$ cat src/rtl/beta_exe_lsu_if.sv
// Data-memory bus between the exe-stage LSU (master) and data memory (slave).
// Address phase completes on req & gnt; one rvalid response per access.
// Backpressure: gnt stalls the address phase, rvalid stalls the response.
interface beta_exe_lsu_if #(
    parameter int DataWidth = 32
);
    logic                 data_req;
    logic                 data_gnt;
    logic [DataWidth-1:0] data_addr;
    logic                 data_we;
    logic [3:0]           data_be;
    logic [DataWidth-1:0] data_wdata;
    logic                 data_rvalid;
    logic [DataWidth-1:0] data_rdata;

    modport master (
        output data_req, data_addr, data_we, data_be, data_wdata,
        input  data_gnt, data_rvalid, data_rdata
    );

    modport slave (
        input  data_req, data_addr, data_we, data_be, data_wdata,
        output data_gnt, data_rvalid, data_rdata
    );
endinterface

$ cat src/rtl/beta_exe_lsu.sv
// Exe-stage load/store unit: one aligned data access per CU request, formatted load result.
// Latency: 3 cycles en-to-idle with immediate gnt/rvalid; misaligned requests take 2.
// Backpressure: busy holds the CU; each low-gnt or missing-rvalid cycle adds one cycle.
module beta_exe_lsu #(
    parameter int DataWidth = 32
) (
    input  logic                 clk_i,
    input  logic                 rst_i,
    input  logic                 lsu_en_i,
    input  logic                 lsu_op_i,
    input  logic [1:0]           lsu_op_size_i,
    input  logic                 lsu_unsigned_i,
    input  logic [DataWidth-1:0] lsu_addr_i,
    input  logic [DataWidth-1:0] lsu_wdata_i,
    output logic                 lsu_busy_o,
    output logic [DataWidth-1:0] lsu_rdata_o,
    output logic                 lsu_err_o,
    beta_exe_lsu_if.master       data_bus
);
    typedef enum logic [1:0] {IDLE, REQ, RESP, ERR} state_e;

    state_e               state_q, state_d;
    logic                 op_q;
    logic [1:0]           size_q;
    logic                 uns_q;
    logic [DataWidth-1:0] addr_q;
    logic [3:0]           be_q, be_d;
    logic [DataWidth-1:0] wdata_q, wdata_d;
    logic [DataWidth-1:0] rdata_q, rdata_d;
    logic [DataWidth-1:0] shifted;
    logic                 misaligned;
    logic                 accept;
    logic                 load_done;

    assign misaligned = (lsu_op_size_i == 2'b11) ||
                        (lsu_op_size_i == 2'b01 && lsu_addr_i[0]) ||
                        (lsu_op_size_i == 2'b10 && lsu_addr_i[1:0] != 2'b00);
    assign accept     = (state_q == IDLE) && lsu_en_i;
    assign load_done  = (state_q == RESP) && data_bus.data_rvalid && !op_q;

    // Lane steering is computed from the live inputs so it can be captured with the request.
    always_comb begin
        be_d    = 4'b0000;
        wdata_d = lsu_wdata_i;
        case (lsu_op_size_i)
            2'b00: begin
                be_d    = 4'b0001 << lsu_addr_i[1:0];
                wdata_d = {4{lsu_wdata_i[7:0]}};
            end
            2'b01: begin
                be_d    = 4'b0011 << lsu_addr_i[1:0];
                wdata_d = {2{lsu_wdata_i[15:0]}};
            end
            2'b10:   be_d = 4'b1111;
            default: be_d = 4'b0000;
        endcase
    end

    assign shifted = data_bus.data_rdata >> {addr_q[1:0], 3'b000};

    always_comb begin
        rdata_d = data_bus.data_rdata;
        case (size_q)
            2'b00: rdata_d = uns_q ? {{(DataWidth-8){1'b0}}, shifted[7:0]}
                                   : {{(DataWidth-8){shifted[7]}}, shifted[7:0]};
            2'b01: rdata_d = uns_q ? {{(DataWidth-16){1'b0}}, shifted[15:0]}
                                   : {{(DataWidth-16){shifted[15]}}, shifted[15:0]};
            default: rdata_d = data_bus.data_rdata;
        endcase
    end

    always_comb begin
        state_d = state_q;
        case (state_q)
            IDLE: if (lsu_en_i) state_d = misaligned ? ERR : REQ;
            REQ:  if (data_bus.data_gnt) state_d = RESP;
            RESP: if (data_bus.data_rvalid) state_d = IDLE;
            ERR:  state_d = IDLE;
            default: state_d = IDLE;
        endcase
    end

    always_ff @(posedge clk_i) begin
        if (rst_i) begin
            state_q <= IDLE;
            op_q    <= 1'b0;
            size_q  <= 2'b00;
            uns_q   <= 1'b0;
            addr_q  <= '0;
            be_q    <= 4'b0000;
            wdata_q <= '0;
            rdata_q <= '0;
        end else begin
            state_q <= state_d;
            if (accept) begin
                op_q    <= lsu_op_i;
                size_q  <= lsu_op_size_i;
                uns_q   <= lsu_unsigned_i;
                addr_q  <= lsu_addr_i;
                be_q    <= be_d;
                wdata_q <= wdata_d;
            end
            if (load_done) rdata_q <= rdata_d;
        end
    end

    assign lsu_busy_o          = (state_q != IDLE);
    assign lsu_err_o           = (state_q == ERR);
    assign lsu_rdata_o         = rdata_q;
    assign data_bus.data_req   = (state_q == REQ);
    // we is qualified by REQ so an erroring store never shows a write on the bus.
    assign data_bus.data_we    = op_q && (state_q == REQ);
    assign data_bus.data_addr  = {addr_q[DataWidth-1:2], 2'b00};
    assign data_bus.data_be    = be_q;
    assign data_bus.data_wdata = wdata_q;
endmodule

$ cat src/flat_wrapper.sv
// flat-port wrapper written by rule: the top's interface ports become plain ports
module beta_exe_lsu_flat 
#(
    parameter int DataWidth = 32
)
  (clk_i, rst_i, lsu_en_i, lsu_op_i, lsu_op_size_i, lsu_unsigned_i, lsu_addr_i, lsu_wdata_i, lsu_busy_o, lsu_rdata_o, lsu_err_o, data_bus_data_req, data_bus_data_addr, data_bus_data_we, data_bus_data_be, data_bus_data_wdata, data_bus_data_gnt, data_bus_data_rvalid, data_bus_data_rdata);
  beta_exe_lsu_if #(.DataWidth(DataWidth)) data_bus_i ();
  input  logic clk_i;
  input  logic rst_i;
  input  logic lsu_en_i;
  input  logic lsu_op_i;
  input  logic [1:0] lsu_op_size_i;
  input  logic lsu_unsigned_i;
  input  logic [DataWidth-1:0] lsu_addr_i;
  input  logic [DataWidth-1:0] lsu_wdata_i;
  output logic lsu_busy_o;
  output logic [DataWidth-1:0] lsu_rdata_o;
  output logic lsu_err_o;
  output wire logic [$bits(data_bus_i.data_req)-1:0] data_bus_data_req;
  output wire logic [$bits(data_bus_i.data_addr)-1:0] data_bus_data_addr;
  output wire logic [$bits(data_bus_i.data_we)-1:0] data_bus_data_we;
  output wire logic [$bits(data_bus_i.data_be)-1:0] data_bus_data_be;
  output wire logic [$bits(data_bus_i.data_wdata)-1:0] data_bus_data_wdata;
  input wire logic [$bits(data_bus_i.data_gnt)-1:0] data_bus_data_gnt;
  input wire logic [$bits(data_bus_i.data_rvalid)-1:0] data_bus_data_rvalid;
  input wire logic [$bits(data_bus_i.data_rdata)-1:0] data_bus_data_rdata;
  assign data_bus_data_req = data_bus_i.data_req;
  assign data_bus_data_addr = data_bus_i.data_addr;
  assign data_bus_data_we = data_bus_i.data_we;
  assign data_bus_data_be = data_bus_i.data_be;
  assign data_bus_data_wdata = data_bus_i.data_wdata;
  assign data_bus_i.data_gnt = data_bus_data_gnt;
  assign data_bus_i.data_rvalid = data_bus_data_rvalid;
  assign data_bus_i.data_rdata = data_bus_data_rdata;
  beta_exe_lsu #(.DataWidth(DataWidth)) u_core (.clk_i(clk_i), .rst_i(rst_i), .lsu_en_i(lsu_en_i), .lsu_op_i(lsu_op_i), .lsu_op_size_i(lsu_op_size_i), .lsu_unsigned_i(lsu_unsigned_i), .lsu_addr_i(lsu_addr_i), .lsu_wdata_i(lsu_wdata_i), .lsu_busy_o(lsu_busy_o), .lsu_rdata_o(lsu_rdata_o), .lsu_err_o(lsu_err_o), .data_bus(data_bus_i));
endmodule
$ cat config.mk
export PLATFORM = sky130hd
export DESIGN_NAME = beta_exe_lsu_flat
export DESIGN_NICKNAME = d
export VERILOG_FILES = /design/src/rtl/beta_exe_lsu_if.sv /design/src/rtl/beta_exe_lsu.sv /design/src/flat_wrapper.sv
export SDC_FILE = /design/constraint.sdc
export NUM_CORES = 1
export LEC_CHECK = 0
export BUFFER_PORTS_ARGS = -buffer_cell sky130_fd_sc_hd__buf_4
export CAP_MARGIN = 20
export CORE_ASPECT_RATIO = 1.5
export CORE_UTILIZATION = 52
export CTS_CLUSTER_SIZE = 14
export DETAILED_ROUTE_END_ITERATION = 8
export GPL_TIMING_DRIVEN = 0
export HOLD_SLACK_MARGIN = 0.12
export PLACE_DENSITY_LB_ADDON = 0.3
export REMOVE_ABC_BUFFERS = 1
export SLEW_MARGIN = 30
export SYNTH_ARGS = -nofsm -noshare
export SYNTH_HDL_FRONTEND = slang
export SYNTH_SLANG_ARGS = --single-unit
$ cat constraint.sdc
create_clock -name clk_i -period 3.75 [get_ports clk_i]
set_input_delay 0.375 -clock clk_i [delete_from_list [all_inputs] [get_ports clk_i]]
set_output_delay 0.375 -clock clk_i [all_outputs]
set_load 0.005 [all_outputs]
# Yosys cells after proc, flatten, opt, wreduce, memory -nomap -nowiden
# Cells that the tools add are included.
op_classes:
  eq_ne: 10
  n_shift: 3
  mux: 10
  reduce_logical: 15
ops:
  columns: ["op", "n"]
  rows:
  - ["$pmux W32 S2", 2]
  - ["$mux W32", 2]
  - ["$shr A32 B5 Y16", 1]
  - ["$pmux W4 S3", 1]
  - ["$eq A2 B2 Y1 const B", 4]
  - ["$mux W2", 4]
  - ["$pmux W2 S4", 1]
  - ["$eq A2 B1 Y1 const B", 3]
  - ["$logic_and A1 B1 Y1", 6]
  - ["$logic_not A2 Y1", 3]
  - ["$ne A2 B2 Y1 const B", 2]
  - ["$reduce_bool A2 Y1", 2]
  - ["$shl A1 B2 Y4 const A", 1]
  - ["$shl A2 B2 Y4 const A", 1]
  - ["$reduce_and A3 Y1", 1]
  - ["$logic_or A1 B1 Y1", 2]
  - ["$ne A2 B1 Y1 const B", 1]
  - ["$logic_not A1 Y1", 1]
totals:
  reg_bits: 106
  in_bits: 105
  output_inout_bits: 104
  word_cells: 46

# Longest topological paths before layout
# Gate-level depths: netlist of run 1.
logic_depth:
  depth_word: 7
  ltp_mapped: 7
  depth_no_buf: 4

# Least setup slack after synthesis of run 1
# OpenSTA, ideal clock, no wires.
synth_timing:
  path_type: "reg2reg"
  startpoint: "register u_core.addr_q[1]"
  endpoint: "register u_core.rdata_q[23] (netlist: u_core.lsu_rdata_o[23])"
  setup_ps: 142
  arrival_ps: 1449
  t_required_ps: 3608
  path_slack_ps: 2159
  path_stages_with_launch: 6
  path_buffers: 1
  period_less_slack_ps: 1591
  path_cell_list: "dfxtp_1 > mux2_4 > a221o_1 > a21oi_4 > buf_6 > a211oi_2"
synth_via:
  elab_chain_len: 3
  elab_cells_between_ends: 4
  cone_classes: "1 x shift; 3 x mux"
synth_lines:
  columns: ["item", "line", "text"]
  rows:
  - ["from (decl)", "beta_exe_lsu.sv:26", "logic [DataWidth-1:0] addr_q;"]
  - ["from (signal assigned)", "beta_exe_lsu.sv:99", "addr_q <= lsu_addr_i;"]
  - ["$shr A32 B5 Y16 *", "beta_exe_lsu.sv:59", "assign shifted = data_bus.data_rdata >> {addr_q[1:0], 3'b000};"]
  - ["$mux W32, on equally long branches", "beta_exe_lsu.sv:66, beta_exe_lsu.sv:64", null]
  - ["$pmux W32 S2 *", "beta_exe_lsu.sv:63", "case (size_q)"]
  - ["to (signal assigned)", "beta_exe_lsu.sv:103", "if (load_done) rdata_q <= rdata_d;"]
  - ["to (decl)", "beta_exe_lsu.sv:29", "logic [DataWidth-1:0] rdata_q, rdata_d;"]
# Every way passes the cells marked *; elsewhere a longest branch is shown, timed or not.
# A chain may end at the register's enable or synchronous reset.

# Worst setup path in the final report of run 1
layout_timing:
  startpoint: "register u_core.addr_q[1]"
  endpoint: "register u_core.rdata_q[30] (netlist: u_core.lsu_rdata_o[30])"
# The elaborated chain is that of the path after synthesis.

==> parameters.txt, run 1 <==
Parameter                              Value

Cells and area
  Count of filler cells inserted in the layout ... 750
  Sequential cell area ... ~2100 um2
  Ant diodes ... 0
  Count of nets after finishing ... 858
  Area occupied by multi-input gates ... between 2000 and 2500 um2
  Proportion of layout cells with a drive suffix above 1 ... 0.334
  Signed area change from the synthesized netlist to the final layout ... 33.0%

Clock network
  Buffer cell driving the clock tree root ... sky130_fd_sc_hd__clkbuf_16
  Total of cells resized after clock tree synthesis ... 0
  Post-cts hold buffer count ... 0
  Clock Path Buffers ... 2
  H-tree depth ... 3
  Clock tree from TritonCTS ... yes
  CTS buffer count ... 9
  Insertion delay of the later-clocked pin in the worst-skew pair ... 0.35 ns
  Number of sinks driven by the clock tree ... 106
  Buffer count from post-CTS setup fixing ... 0
  Clock transition at the register clock pins on the worst setup and hold paths after CTS ... around 0.07 ns

Critical path
  Buffering stage count on the worst path with inverters included ... 0
  Number of cells on the critical path ... 4
  Worst-path cell chain ... mux2_4, a221o_1, a21oi_4, a211oi_1
  Number of cells on the worst reg-to-reg path ... 4
  Largest fanout of any net on the critical path ... 21
  Crit-path slowest cell ... sky130_fd_sc_hd__dfxtp_1
  Setup Crit Path Kind ... flip-flop to flip-flop
  Largest stage delay, worst path ... between 0.9 and 1 ns
  Setup crit end kind ... flip-flop
  Data required time at the worst endpoint ... between 3 and 4 ns
  Worst endpoint data arrival time ... 2.71 ns
  Cell family with most CP delay ... compound AO/OA/AOI/OAI gates
  Kind of start point of the critical path ... flip-flop

Detailed routing
  Total number of vias ... 4762
  Total length of routed wires ... 13400 um
  Detailed-route vias per instance ... 5.47
  Remaining number of nets flagged by the antenna check after routing ... 0
  DRC viols ... 0
  Iter 0 DRT Violations ... 202
  Iteration count of the initial detailed-routing pass ... 5
  Per-cell routed wire length ... 15.4 um

Logic synthesis
  Count of yosys warnings during synthesis ... 0
  Number of flip-flops and latches in the synthesized netlist ... about 110
  Number of enable-type register cells in the synthesized netlist ... 0
  Top FF cell, synth ... sky130_fd_sc_hd__dfxtp_1
  Number of distinct library cell variants in the gate-level netlist after synthesis ... 36
  Avg Synthesized Cell Area ... 8.12 um2
  Sequential area share after synthesis ... 0.430
  Number of cells produced by synthesis ... 608
  Share of flip-flops with an asynchronous set or reset after synthesis ... 0
  Synthesized cell area ... 4940 um2

STA
  Setup Total Neg Slack ... 0 ns
  Final period util ... 0.672
  Max-slew headroom at the worst pin ... 0.354
  Final worst clock skew ... 0.00862 ns
  Hold Vio Cnt, Final ... 0
  Maximum clock rate ... 397 MHz
  Fin crit period ... roughly 2.5 ns
  Unrepaired setup endpoints after global routing ... no
  Final Setup Violations ... 0
  PnR worst setup slack ... 1.23 ns
  Max-slew violation total from the final report ... 0
  Worst hold slack ... 0.269 ns
  Worst slew pin tran ... 0.967 ns

Global routing
  Wire length of the first global-routing pass ... 20700 um
  Sum of overflow across all layers after global routing ... 0
  Combined global-route utilization of all metal layers ... 0.271
  Initial antenna violation count ... 0
  Largest net degree at the start of global routing ... 107
  Vias in the first global route ... 4456

Placed design
  Worst slack, placed ... 1.27 ns
  Number of port buffers ... a little over 200
  Post-detailed-placement half-perimeter wirelength ... 9500 um
  Final weighted congestion in routability-driven placement ... 0.809

Run status
  Status ... complete, no violations

Die
  Number of top-level pins ... ~210
  Die height ... between 100 and 150 um
  Die Outline Area ... between 9000 and 10000 um2
  Number of standard-cell rows in the floorplan ... 43
  Die width ... about 80 um
  Core outline area ... between 9000 and 10000 um2
  Effective utilization at floorplan ... 0.534

Pwr
  Power density over the cells ... 424 nW/um2
  Maximum resistive drop on vdd ... 332 uV
  Lkg Pwr ... around 0.0028 uW

Min path
  Path category of the worst min-delay check ... input pin to flip-flop
  Cell count of the worst hold path ... 3

Flow run
  Number of max-cap violations ... 0
==> worst register-to-register path: stages, from the launching register on <==
cell and delay [ns]:
sky130_fd_sc_hd__dfxtp_1 0.96, sky130_fd_sc_hd__mux2_4 0.37, sky130_fd_sc_hd__a221o_1 0.36, sky130_fd_sc_hd__a21oi_4 0.51
sky130_fd_sc_hd__a211oi_1 0.17
==> synthesized netlist by cell type (8+ instances only) <==
cell / instances / area share
sky130_fd_sc_hd__a311oi_1: 8 / 0.014
sky130_fd_sc_hd__a21oi_1: 67 / 0.068
sky130_fd_sc_hd__a211oi_2: 11 / 0.028
sky130_fd_sc_hd__o21ai_0: 17 / 0.017
sky130_fd_sc_hd__nand2_1: 151 / 0.11
sky130_fd_sc_hd__nor2_1: 49 / 0.037
sky130_fd_sc_hd__a211oi_1: 23 / 0.035
sky130_fd_sc_hd__o211ai_1: 17 / 0.026
sky130_fd_sc_hd__buf_2: 19 / 0.019
sky130_fd_sc_hd__clkbuf_1: 29 / 0.022
sky130_fd_sc_hd__mux2i_1: 25 / 0.051
sky130_fd_sc_hd__dfxtp_1: 106 / 0.43
sky130_fd_sc_hd__buf_4: 33 / 0.050
==> logic make-up (layout without fill, tap and decap cells) <==
kind of cell / count (synthesis) / count (layout) / share of synthesized area
simple gates: 223 / 223 / 0.185
compound gates: 163 / 163 / 0.227
flops: 106 / 106 / 0.430
buf+inv: 88 / 237 / 0.0998
mux: 27 / 27 / 0.0583
other cells: 1 / 2 / 0.000759
==> registers in the layout (all words and copies together) (netlist names) <==
register,count
u_core.addr_q,32
u_core.data_bus.data_be,4
u_core.data_bus.data_wdata,32
u_core.lsu_rdata_o,32
u_core.op_q,1
u_core.size_q,2
u_core.state_q,2
u_core.uns_q,1
==> layer usage <==
layer	share of wire	global-route usage
met1	0.37	0.294
met2	0.52	0.477
met3	0.070	0.0692
met4	0.031	0.129
met5	0	0
==> worst paths after layout <==
check	start	to	slack [ns]
min	lsu_addr_i[7]	u_core.addr_q[7]$_SDFFE_PP0P_	0.27
max	u_core.addr_q[1]$_SDFFE_PP0P_	u_core.lsu_rdata_o[30]$_SDFFE_PP0P_	1.23
min reg2reg	u_core.lsu_rdata_o[1]$_SDFFE_PP0P_	u_core.lsu_rdata_o[1]$_SDFFE_PP0P_	0.45
max reg2reg	u_core.addr_q[1]$_SDFFE_PP0P_	u_core.lsu_rdata_o[30]$_SDFFE_PP0P_	1.23
==> per-stage QoR <==
stage | area [um2] | power, uW | util | cells
after floorplan | 4470 | 1560 | - | 525
after global placement | 6150 | 1880 | 0.665 | 843
after detailed placement | 6280 | 1900 | 0.678 | 854
after CTS | 6570 | 2810 | 0.710 | 870
after global routing | 6570 | 2920 | 0.710 | 870
final | 6570 | 2790 | 0.710 | 870
==> layout make-up <==
cell class / instances / area share
Sequential cell: 106 / 0.323
Timing Repair Buffer: 217 / 0.250
Clock buffer: 10 / 0.0364
Tap cell: 112 / 0.0213
Multi-Input combinational cell: 415 / 0.359
Clock inverter: 6 / 0.00762
Inverter: 4 / 0.00229
==> cells in the final DEF (no fill, tap or decap), drive strengths merged, types with 2 or more instances in the layout <==
| cell type | count |
|---|---|
| o211ai | 17 |
| a2bb2oi | 7 |
| nand3b | 7 |
| dfxtp | 106 |
| nand2b | 3 |
| conb | 2 |
| o21ai | 17 |
| nor2 | 49 |
| o221ai | 7 |
| buf | 217 |
| nand2 | 151 |
| a311oi | 8 |
| mux2i | 25 |
| a211oi | 34 |
| inv | 6 |
| clkinv | 3 |
| nor3 | 4 |
| clkbuf | 10 |
| and2 | 2 |
| a21oi | 69 |
| nor2b | 2 |
==> where the power goes <==
part | internal, uW | total, uW | switching (uW) | leakage (uW)
clock | 477 | 910 | 433 | 0.000141
combinational | 303 | 589 | 286 | 0.00176
sequential | 1220 | 1290 | 70.9 | 0.000869
total | 2000 | 2790 | 790 | 0.00277
Note: power is estimated with default switching activity, not from simulation.
==> run 2: changes to the inputs <==
--- a/config.mk
+++ b/config.mk
@@ -5,10 +5,11 @@
 export SDC_FILE = /design/constraint.sdc
 export NUM_CORES = 1
 export LEC_CHECK = 0
+export ABC_AREA = 1
 export BUFFER_PORTS_ARGS = -buffer_cell sky130_fd_sc_hd__buf_4
 export CAP_MARGIN = 20
 export CORE_ASPECT_RATIO = 1.5
-export CORE_UTILIZATION = 52
+export CORE_UTILIZATION = 44
 export CTS_CLUSTER_SIZE = 14
 export DETAILED_ROUTE_END_ITERATION = 8
 export GPL_TIMING_DRIVEN = 0
==> constraint.sdc (replaced) <==
create_clock -name clk_i -period 2.2 [get_ports clk_i]
set_input_delay 0.22 -clock clk_i [delete_from_list [all_inputs] [get_ports clk_i]]
set_output_delay 0.22 -clock clk_i [all_outputs]
set_load 0.005 [all_outputs]
==> parameters.txt, run 2 <==
Parameter                              Value

Flow run
  Number of max-cap violations ... 0 (unchanged)

Clock network
  Clock transition at the register clock pins on the worst setup and hold paths after CTS ... 0.07 ns (about the same)
  Insertion delay of the later-clocked pin in the worst-skew pair ... 0.35 ns (about the same)
  Buffer count from post-CTS setup fixing ... 0 (unchanged)
  Buffer cell driving the clock tree root ... sky130_fd_sc_hd__clkbuf_16 (unchanged)
  Clock Path Buffers ... 2 (unchanged)
  Clock tree from TritonCTS ... yes (unchanged)
  H-tree depth ... 3 (unchanged)
  Number of sinks driven by the clock tree ... 106 (unchanged)
  CTS buffer count ... 9 (unchanged)

Cells and area
  Ant diodes ... 0 (unchanged)
  Sequential cell area ... 2120 um2 (about the same)
  Final Core Density ... 0.603 (was 0.710)
  Count of nets after finishing ... 1019 (was 858)
  Area occupied by multi-input gates ... 2280 um2 (was 2360 um2)
  Commonest non-fill, non-tap cell in the layout ... sky130_fd_sc_hd__buf_4 (unchanged)
  Count of filler cells inserted in the layout ... 1094 (was 750)
  Commonest cells after routing, fill and taps aside ... sky130_fd_sc_hd__buf_4 (206), sky130_fd_sc_hd__nand2_1 (136), sky130_fd_sc_hd__nor2_1 (118), sky130_fd_sc_hd__dfxtp_1 (105), sky130_fd_sc_hd__o21ai_0 (82) (was sky130_fd_sc_hd__buf_4 (213), sky130_fd_sc_hd__nand2_1 (150), sky130_fd_sc_hd__dfxtp_1 (104), sky130_fd_sc_hd__a21oi_1 (67), sky130_fd_sc_hd__nor2_1 (49))
  Signed area change from the synthesized netlist to the final layout ... 33.5% (was 33.0%)
  Proportion of layout cells with a drive suffix above 1 ... 0.274 (was 0.334)

Logic synthesis
  Portion of synthesized cell area occupied by the leading cell type ... 0.409 (was 0.430)
  Top FF cell, synth ... sky130_fd_sc_hd__dfxtp_1 (unchanged)
  Most common library cells after synthesis ... sky130_fd_sc_hd__nand2_1 (136), sky130_fd_sc_hd__nor2_1 (118), sky130_fd_sc_hd__dfxtp_1 (106), sky130_fd_sc_hd__o21ai_0 (82), sky130_fd_sc_hd__a21oi_1 (76) (was sky130_fd_sc_hd__nand2_1 (151), sky130_fd_sc_hd__dfxtp_1 (106), sky130_fd_sc_hd__a21oi_1 (67), sky130_fd_sc_hd__nor2_1 (49), sky130_fd_sc_hd__buf_4 (33))
  Count of yosys warnings during synthesis ... 0 (unchanged)
  Sequential area share after synthesis ... 0.409 (was 0.430)
  Largest cells by area after synthesis ... sky130_fd_sc_hd__dfxtp_1 (41%), sky130_fd_sc_hd__nand2_1 (9.8%), sky130_fd_sc_hd__nor2_1 (8.5%) (was sky130_fd_sc_hd__dfxtp_1 (43%), sky130_fd_sc_hd__nand2_1 (11%), sky130_fd_sc_hd__a21oi_1 (6.8%))
  Number of distinct library cell variants in the gate-level netlist after synthesis ... 25 (was 36)
  Number of enable-type register cells in the synthesized netlist ... 0 (unchanged)
  Count leader, synth ... sky130_fd_sc_hd__nand2_1 (unchanged)
  Number of flip-flops and latches in the synthesized netlist ... 106 (unchanged)
  Synthesized cell area ... 5180 um2 (was 4940 um2)
  Number of cells produced by synthesis ... 754 (was 608)
  Share of flip-flops with an asynchronous set or reset after synthesis ... 0 (unchanged)
  Area leader, netlist ... sky130_fd_sc_hd__dfxtp_1 (unchanged)
  Avg Synthesized Cell Area ... 6.88 um2 (was 8.12 um2)

Die
  Die Outline Area ... 12200 um2 (was 9900 um2)
  Die width ... 90.6 um (was 81.6 um)
  Core outline area ... 11500 um2 (was 9250 um2)
  Effective utilization at floorplan ... 0.452 (was 0.534)
  Number of standard-cell rows in the floorplan ... 48 (was 43)
  Number of top-level pins ... 209 (unchanged)
  Die height ... 135 um (was 121 um)

Critical path
  Setup Crit Path Kind ... flip-flop to flip-flop (unchanged)
  Kind of start point of the critical path ... flip-flop (unchanged)
  Data required time at the worst endpoint ... 2.45 ns (was 3.94 ns)
  Setup crit end kind ... flip-flop (unchanged)
  Largest fanout of any net on the critical path ... 19 (was 21)
  Worst endpoint data arrival time ... 2.18 ns (was 2.71 ns)

Global routing
  Vias in the first global route ... 4941 (was 4456)
  Largest net degree at the start of global routing ... 73 (was 107)
  Wire length of the first global-routing pass ... 23300 um (was 20700 um)
  Combined global-route utilization of all metal layers ... 0.235 (was 0.271)
  Sum of overflow across all layers after global routing ... 0 (unchanged)
  Initial antenna violation count ... 0 (unchanged)

Pwr
  Sequential group share of total power ... 0.446 (was 0.462)
  Maximum resistive drop on vdd ... 547 uV (was 332 uV)
  Power share of the clock group ... 0.309 (was 0.327)
  Lkg Pwr ... 0.00343 uW (was 0.00277 uW)
  Total net switching power ... 1530 uW (was 790 uW)
  Internal portion of total power ... 3500 uW (was 2000 uW)
  Logic gate share of total power ... 0.245 (was 0.212)
  Power density over the cells ... 727 nW/um2 (was 424 nW/um2)
  Fraction of power spent switching nets ... 0.304 (was 0.284)

STA
  Fin crit period ... 1.93 ns (was 2.52 ns)
  Maximum clock rate ... 519 MHz (was 397 MHz)
  Max-slew violation total from the final report ... 0 (unchanged)
  Unrepaired setup endpoints after global routing ... no (unchanged)
  Hold Vio Cnt, Final ... 0 (unchanged)
  Final period util ... 0.876 (was 0.672)
  Final Setup Violations ... 0 (unchanged)
  Final worst clock skew ... 0.00440 ns (was 0.00862 ns)
  Worst slew pin tran ... 0.762 ns (was 0.967 ns)
  Worst hold slack ... 0.129 ns (was 0.269 ns)
  Max-slew headroom at the worst pin ... 0.492 (was 0.354)

Detailed routing
  Iter 0 DRT Violations ... 191 (was 202)
  Iteration count of the initial detailed-routing pass ... 4 (was 5)
  DRC viols ... 0 (unchanged)
  Total length of routed wires ... 14600 um (was 13400 um)
  Detailed-route vias per instance ... 4.92 (was 5.47)
  Total number of vias ... 5262 (was 4762)
  Remaining number of nets flagged by the antenna check after routing ... 0 (unchanged)
  Per-cell routed wire length ... 13.7 um (was 15.4 um)

Min path
  Path category of the worst min-delay check ... input pin to flip-flop (unchanged)

Placed design
  Final weighted congestion in routability-driven placement ... 0.887 (was 0.809)
  Post-detailed-placement half-perimeter wirelength ... 10100 um (was 9500 um)
  Number of port buffers ... 206 (unchanged)

Run status
  Status ... complete, no violations (unchanged)
[run 2: cell types whose count changed after synthesis, moves of 15 or more]
| cell | change |
|---|---|
| sky130_fd_sc_hd__mux2i_1 | -25 |
| sky130_fd_sc_hd__nor2_1 | +69 |
| sky130_fd_sc_hd__inv_1 | +69 |
| sky130_fd_sc_hd__nand3_1 | +30 |
| sky130_fd_sc_hd__nand2_1 | -15 |
| sky130_fd_sc_hd__a211oi_1 | -23 |
| sky130_fd_sc_hd__o21ai_0 | +65 |
| sky130_fd_sc_hd__o211ai_1 | -15 |
[run 2: final cells by class]
type | instances | share of cell area
flip-flops and latches | 106 | 0.307
clock buffers | 10 | 0.0345
inverters | 80 | 0.0457
well taps | 150 | 0.0271
clock inverters | 6 | 0.00723
repair buffers | 224 | 0.249
multi-input cells | 493 | 0.329
[run 2: path summary, 6_finish.rpt]
kind / cells past startpoint / to / from / slack [ns]
worst max-delay path: 7 / u_core.lsu_rdata_o[31]$_SDFFE_PP0P_ / u_core.size_q[1]$_SDFFE_PP0P_ / 0.27
worst min-delay path: 3 / u_core.addr_q[8]$_SDFFE_PP0P_ / lsu_addr_i[8] / 0.13
worst max register to register: 7 / u_core.lsu_rdata_o[31]$_SDFFE_PP0P_ / u_core.size_q[1]$_SDFFE_PP0P_ / 0.27
worst min register to register: 2 / u_core.data_bus.data_wdata[6]$_SDFFE_PP0P_ / u_core.data_bus.data_wdata[6]$_SDFFE_PP0P_ / 0.46
[run 2: critical path: stages, from the launching register on]
cell and delay (ns):
sky130_fd_sc_hd__dfxtp_1 0.74, sky130_fd_sc_hd__inv_4 0.21, sky130_fd_sc_hd__nand2_1 0.31, sky130_fd_sc_hd__inv_2 0.09
sky130_fd_sc_hd__nand3_4 0.23, sky130_fd_sc_hd__nand3_1 0.12, sky130_fd_sc_hd__nand2_1 0.09, sky130_fd_sc_hd__inv_1 0.03
[run 2: cell families after synthesis]
group | Yosys count | synth area share
other | 1 | 0.000723
AOI/OAI and AO/OA | 186 | 0.185
and+or+nand+nor | 305 | 0.251
DFF | 106 | 0.409
buffers and inverters | 156 | 0.154
[run 2: through the flow]
stage | std cells | setup slack (ns) | area (um2) | total power (uW) | TNS, ns
floorplan | 679 | 0.167 | 4700 | 2860 | 0
global placement | 1035 | -0.695 | 6430 | 3480 | -34.25
detailed placement | 1035 | 0.0857 | 6440 | 3490 | 0
CTS | 1069 | 0.0717 | 6910 | 5090 | 0
global route | 1069 | 0.0555 | 6920 | 5340 | 0
finish | 1069 | 0.272 | 6920 | 5030 | 0
[run 2: power groups by stage]
stage | Sequential (uW) | Combinational (uW) | Clock (uW)
floorplan | 2280 | 580 | 0
global placement | 2280 | 1200 | 0
detailed placement | 2280 | 1210 | 0
CTS | 2240 | 1240 | 1610
global route | 2270 | 1380 | 1690
finish | 2240 | 1230 | 1550
[run 2: routing by layer]
layer / global-route usage / vias to the layer above / part of all wire
li1: - / 2696 / -
met1: 0.264 / 2354 / 0.39
met2: 0.418 / 183 / 0.51
met3: 0.0625 / 29 / 0.070
met4: 0.100 / 0 / 0.032
met5: 0 / - / 0
[run 2: timing repair]
action,CTS,global route
hold endpoints to repair,18,0
hold buffers,18,0
gates resized for setup,0,5
endpoints found under the setup margin,0,42
==> run 3: changes to the inputs <==
--- a/config.mk
+++ b/config.mk
@@ -5,11 +5,10 @@
 export SDC_FILE = /design/constraint.sdc
 export NUM_CORES = 1
 export LEC_CHECK = 0
-export ABC_AREA = 1
 export BUFFER_PORTS_ARGS = -buffer_cell sky130_fd_sc_hd__buf_4
 export CAP_MARGIN = 20
 export CORE_ASPECT_RATIO = 1.5
-export CORE_UTILIZATION = 44
+export CORE_UTILIZATION = 43
 export CTS_CLUSTER_SIZE = 14
 export DETAILED_ROUTE_END_ITERATION = 8
 export GPL_TIMING_DRIVEN = 0
==> parameters.txt, run 3 (synthesis results as in run 1) <==
Parameter                              Value

STA
  Final worst clock skew ... 0.00688 ns (was 0.00440 ns)
  Worst slew pin tran ... 0.827 ns (was 0.762 ns)
  Fin crit period ... 1.99 ns (was 1.93 ns)
  Hold Vio Cnt, Final ... 0 (unchanged)
  Max-slew violation total from the final report ... 0 (unchanged)
  Unrepaired setup endpoints after global routing ... no (unchanged)
  Final period util ... 0.903 (was 0.876)
  PnR worst setup slack ... 0.214 ns (was 0.272 ns)
  Maximum clock rate ... 504 MHz (was 519 MHz)
  Max-slew headroom at the worst pin ... 0.448 (was 0.492)
  Final Setup Violations ... 0 (unchanged)

Placed design
  Post-detailed-placement half-perimeter wirelength ... 9860 um (was 10100 um)
  Number of port buffers ... 206 (unchanged)
  Inst Count DP ... 888 (was 1035)
  Final weighted congestion in routability-driven placement ... 0.799 (was 0.887)
  Worst slack, placed ... -0.256 ns (was 0.0857 ns)

Min path
  Path category of the worst min-delay check ... input pin to flip-flop (unchanged)
  WHS Endpoint ... u_core.addr_q[24]$_SDFFE_PP0P_ (was u_core.addr_q[8]$_SDFFE_PP0P_)
  Beginning of the worst hold path ... lsu_addr_i[24] (was lsu_addr_i[8])
  Cell count of the worst hold path ... 3 (unchanged)

Critical path
  Crit Reg-Reg Startpoint ... u_core.addr_q[1]$_SDFFE_PP0P_ (was u_core.size_q[1]$_SDFFE_PP0P_)
  Largest fanout of any net on the critical path ... 21 (was 19)
  Setup Crit Path Kind ... flip-flop to flip-flop (unchanged)
  Number of cells on the worst reg-to-reg path ... 5 (was 7)
  R2r setup slk ... 0.21 ns (was 0.27 ns)
  Reg2Reg Capture Point ... u_core.lsu_rdata_o[19]$_SDFFE_PP0P_ (was u_core.lsu_rdata_o[31]$_SDFFE_PP0P_)
  Setup crit end kind ... flip-flop (unchanged)
  Crit-path slowest cell ... sky130_fd_sc_hd__dfxtp_2 (was sky130_fd_sc_hd__dfxtp_1)
  Data required time at the worst endpoint ... 2.39 ns (was 2.45 ns)
  Worst-path cell chain ... mux2_4, a221o_1, a21oi_4, buf_4, a211oi_1 (was inv_4, nand2_1, inv_2, nand3_4, nand3_1, nand2_1, inv_1)
  Largest stage delay, worst path ... 0.63 ns (was 0.74 ns)
  Kind of start point of the critical path ... flip-flop (unchanged)
  Worst endpoint data arrival time ... 2.17 ns (was 2.18 ns)

Clock network
  Clock transition at the register clock pins on the worst setup and hold paths after CTS ... 0.07 ns (about the same)
  CTS buffer count ... 9 (unchanged)
  Number of sinks driven by the clock tree ... 106 (unchanged)
  H-tree depth ... 3 (unchanged)
  Clock tree from TritonCTS ... yes (unchanged)
  Clock Path Buffers ... 2 (unchanged)
  Insertion delay of the later-clocked pin in the worst-skew pair ... 0.34 ns (was 0.35 ns)
  Buffer cell driving the clock tree root ... sky130_fd_sc_hd__clkbuf_16 (unchanged)

Cells and area
  Count of nets after finishing ... 881 (was 1019)
  Number of standard cells in the layout, taps in and fillers out ... 928 (was 1069)
  Proportion of layout cells with a drive suffix above 1 ... 0.327 (was 0.274)
  Signed area change from the synthesized netlist to the final layout ... 39.3% (was 33.5%)
  Commonest non-fill, non-tap cell in the layout ... sky130_fd_sc_hd__buf_4 (unchanged)
  Area occupied by multi-input gates ... 2360 um2 (was 2280 um2)
  Sequential cell area ... 2130 um2 (was 2120 um2)
  Commonest cells after routing, fill and taps aside ... sky130_fd_sc_hd__buf_4 (215), sky130_fd_sc_hd__nand2_1 (150), sky130_fd_sc_hd__dfxtp_1 (103), sky130_fd_sc_hd__a21oi_1 (67), sky130_fd_sc_hd__nor2_1 (49) (was sky130_fd_sc_hd__buf_4 (206), sky130_fd_sc_hd__nand2_1 (136), sky130_fd_sc_hd__nor2_1 (118), sky130_fd_sc_hd__dfxtp_1 (105), sky130_fd_sc_hd__o21ai_0 (82))
  Ant diodes ... 0 (unchanged)
  Count of filler cells inserted in the layout ... 974 (was 1094)

Die
  Number of top-level pins ... 209 (unchanged)
  Die height ... 133 um (was 135 um)
  Number of standard-cell rows in the floorplan ... 47 (was 48)
  Die width ... 89.5 um (was 90.6 um)
  Core outline area ... 11100 um2 (was 11500 um2)
  Effective utilization at floorplan ... 0.444 (was 0.452)
  Die Outline Area ... 11900 um2 (was 12200 um2)

Global routing
  Routing usage on met1 ... 0.262 (was 0.264)
  Grt met3 use ... 0.0576 (was 0.0625)
  Global-route layer with the greatest usage ... met2 (unchanged)
  Vias in the first global route ... 4641 (was 4941)
  Sum of overflow across all layers after global routing ... 0 (unchanged)
  Initial antenna violation count ... 0 (unchanged)
  Combined global-route utilization of all metal layers ... 0.233 (was 0.235)
  Largest net degree at the start of global routing ... 107 (was 73)
  GR Util met2 ... 0.407 (was 0.418)
  Wire length of the first global-routing pass ... 21700 um (was 23300 um)

Detailed routing
  Total number of vias ... 4879 (was 5262)
  Remaining number of nets flagged by the antenna check after routing ... 0 (unchanged)
  DRC viols ... 0 (unchanged)
  Detailed-route vias per instance ... 5.26 (was 4.92)
  Iter 0 DRT Violations ... 198 (was 191)
  Iteration count of the initial detailed-routing pass ... 4 (unchanged)
  Total length of routed wires ... 14100 um (was 14600 um)
  Per-cell routed wire length ... 15.2 um (was 13.7 um)

Run status
  Status ... complete, no violations (unchanged)

Pwr
  Maximum resistive drop on vdd ... 369 uV (was 547 uV)
  Lkg Pwr ... 0.00288 uW (was 0.00343 uW)
  Power density over the cells ... 724 nW/um2 (was 727 nW/um2)
  Power after layout ... 4980 uW (was 5030 uW)

Flow run
  Number of max-cap violations ... 0 (unchanged)
-- run 3: cell types whose count changed in the layout (fill, tap and decap cells not counted), sizes merged, moves of 9 or more --
cell	before	now
inv	81	7
nor2	123	49
o21ai	89	17
nand3	42	0
a211oi	0	34
mux2i	0	25
o211ai	2	17
buf	206	218
nand2	140	151
a31oi	9	0
o22ai	9	0
-- run 3: critical path: cells and delay by family (launching register included) --
kind                   cells  cell delay (ns)
AO/OA/AOI/OAI              3             0.65
flip-flops                 1             0.63
multiplexers               1             0.35
buffers and inverters      1             0.20
-- run 3: worst max path at each step --
stage                                   start                                       to  slack [ns]  cells after the start
2_1_floorplan  u_core.state_q[1]$_SDFFE_PP0P_  u_core.data_bus.data_be[0]$_SDFFE_PP0P_       -3.89                      4
3_3_place_gp   u_core.state_q[1]$_SDFFE_PP0P_  u_core.data_bus.data_be[0]$_SDFFE_PP0P_       -6.37                      4
3_5_place_dp    u_core.addr_q[1]$_SDFFE_PP0P_      u_core.lsu_rdata_o[30]$_SDFFE_PP0P_       -0.26                      4
4_1_cts         u_core.addr_q[1]$_SDFFE_PP0P_      u_core.lsu_rdata_o[30]$_SDFFE_PP0P_        0.02                      4
5_1_grt         u_core.addr_q[0]$_SDFFE_PP0P_      u_core.lsu_rdata_o[15]$_SDFFE_PP0P_        0.12                      4
6_report        u_core.addr_q[1]$_SDFFE_PP0P_      u_core.lsu_rdata_o[19]$_SDFFE_PP0P_        0.21                      5
-- run 3: final cells by class --
| cell class | count | share of cell area |
|---|---|---|
| multi-input cells | 415 | 0.342 |
| flip-flops and latches | 106 | 0.309 |
| repair buffers | 240 | 0.273 |
| clock buffers | 9 | 0.0327 |
| well taps | 147 | 0.0267 |
| clock inverters | 7 | 0.0144 |
| inverters | 4 | 0.00218 |
-- run 3: routing by layer --
layer  up-vias  routed length [um]
met3        26                 941
met5         -                   0
met2       200                7350
li1       2393                   -
met1      2260                5370
met4         0                 465
-- run 3: what timing repair did --
action / in CTS / in global routing
buffers inserted: 0 / 2
endpoints found under the setup margin: 24 / 16
hold buffers: 21 / 1
gates resized for setup: 3 / 0
pin swaps: 0 / 1
endpoints found under the hold margin: 21 / 1
cloned: 0 / 0
-- run 3: power by group --
group / leakage [uW] / switching [uW] / internal [uW]
combinational: 0.00186 / 503 / 542
clock: 0.000157 / 734 / 1010
sequential: 0.000870 / 120 / 2070
-- run 3: per-stage QoR --
step           hold slack (ns)  TNS, ns  cell area (um2)  utilization
6_report                 0.132        0             6880        0.619
5_1_grt                  0.126        0             6880        0.619
4_1_cts                  0.121        0             6840        0.616
3_5_place_dp             0.447    -4.96             6310        0.567
3_3_place_gp             0.443  -473.07             6200        0.557
2_1_floorplan            0.285  -272.42             4470            -
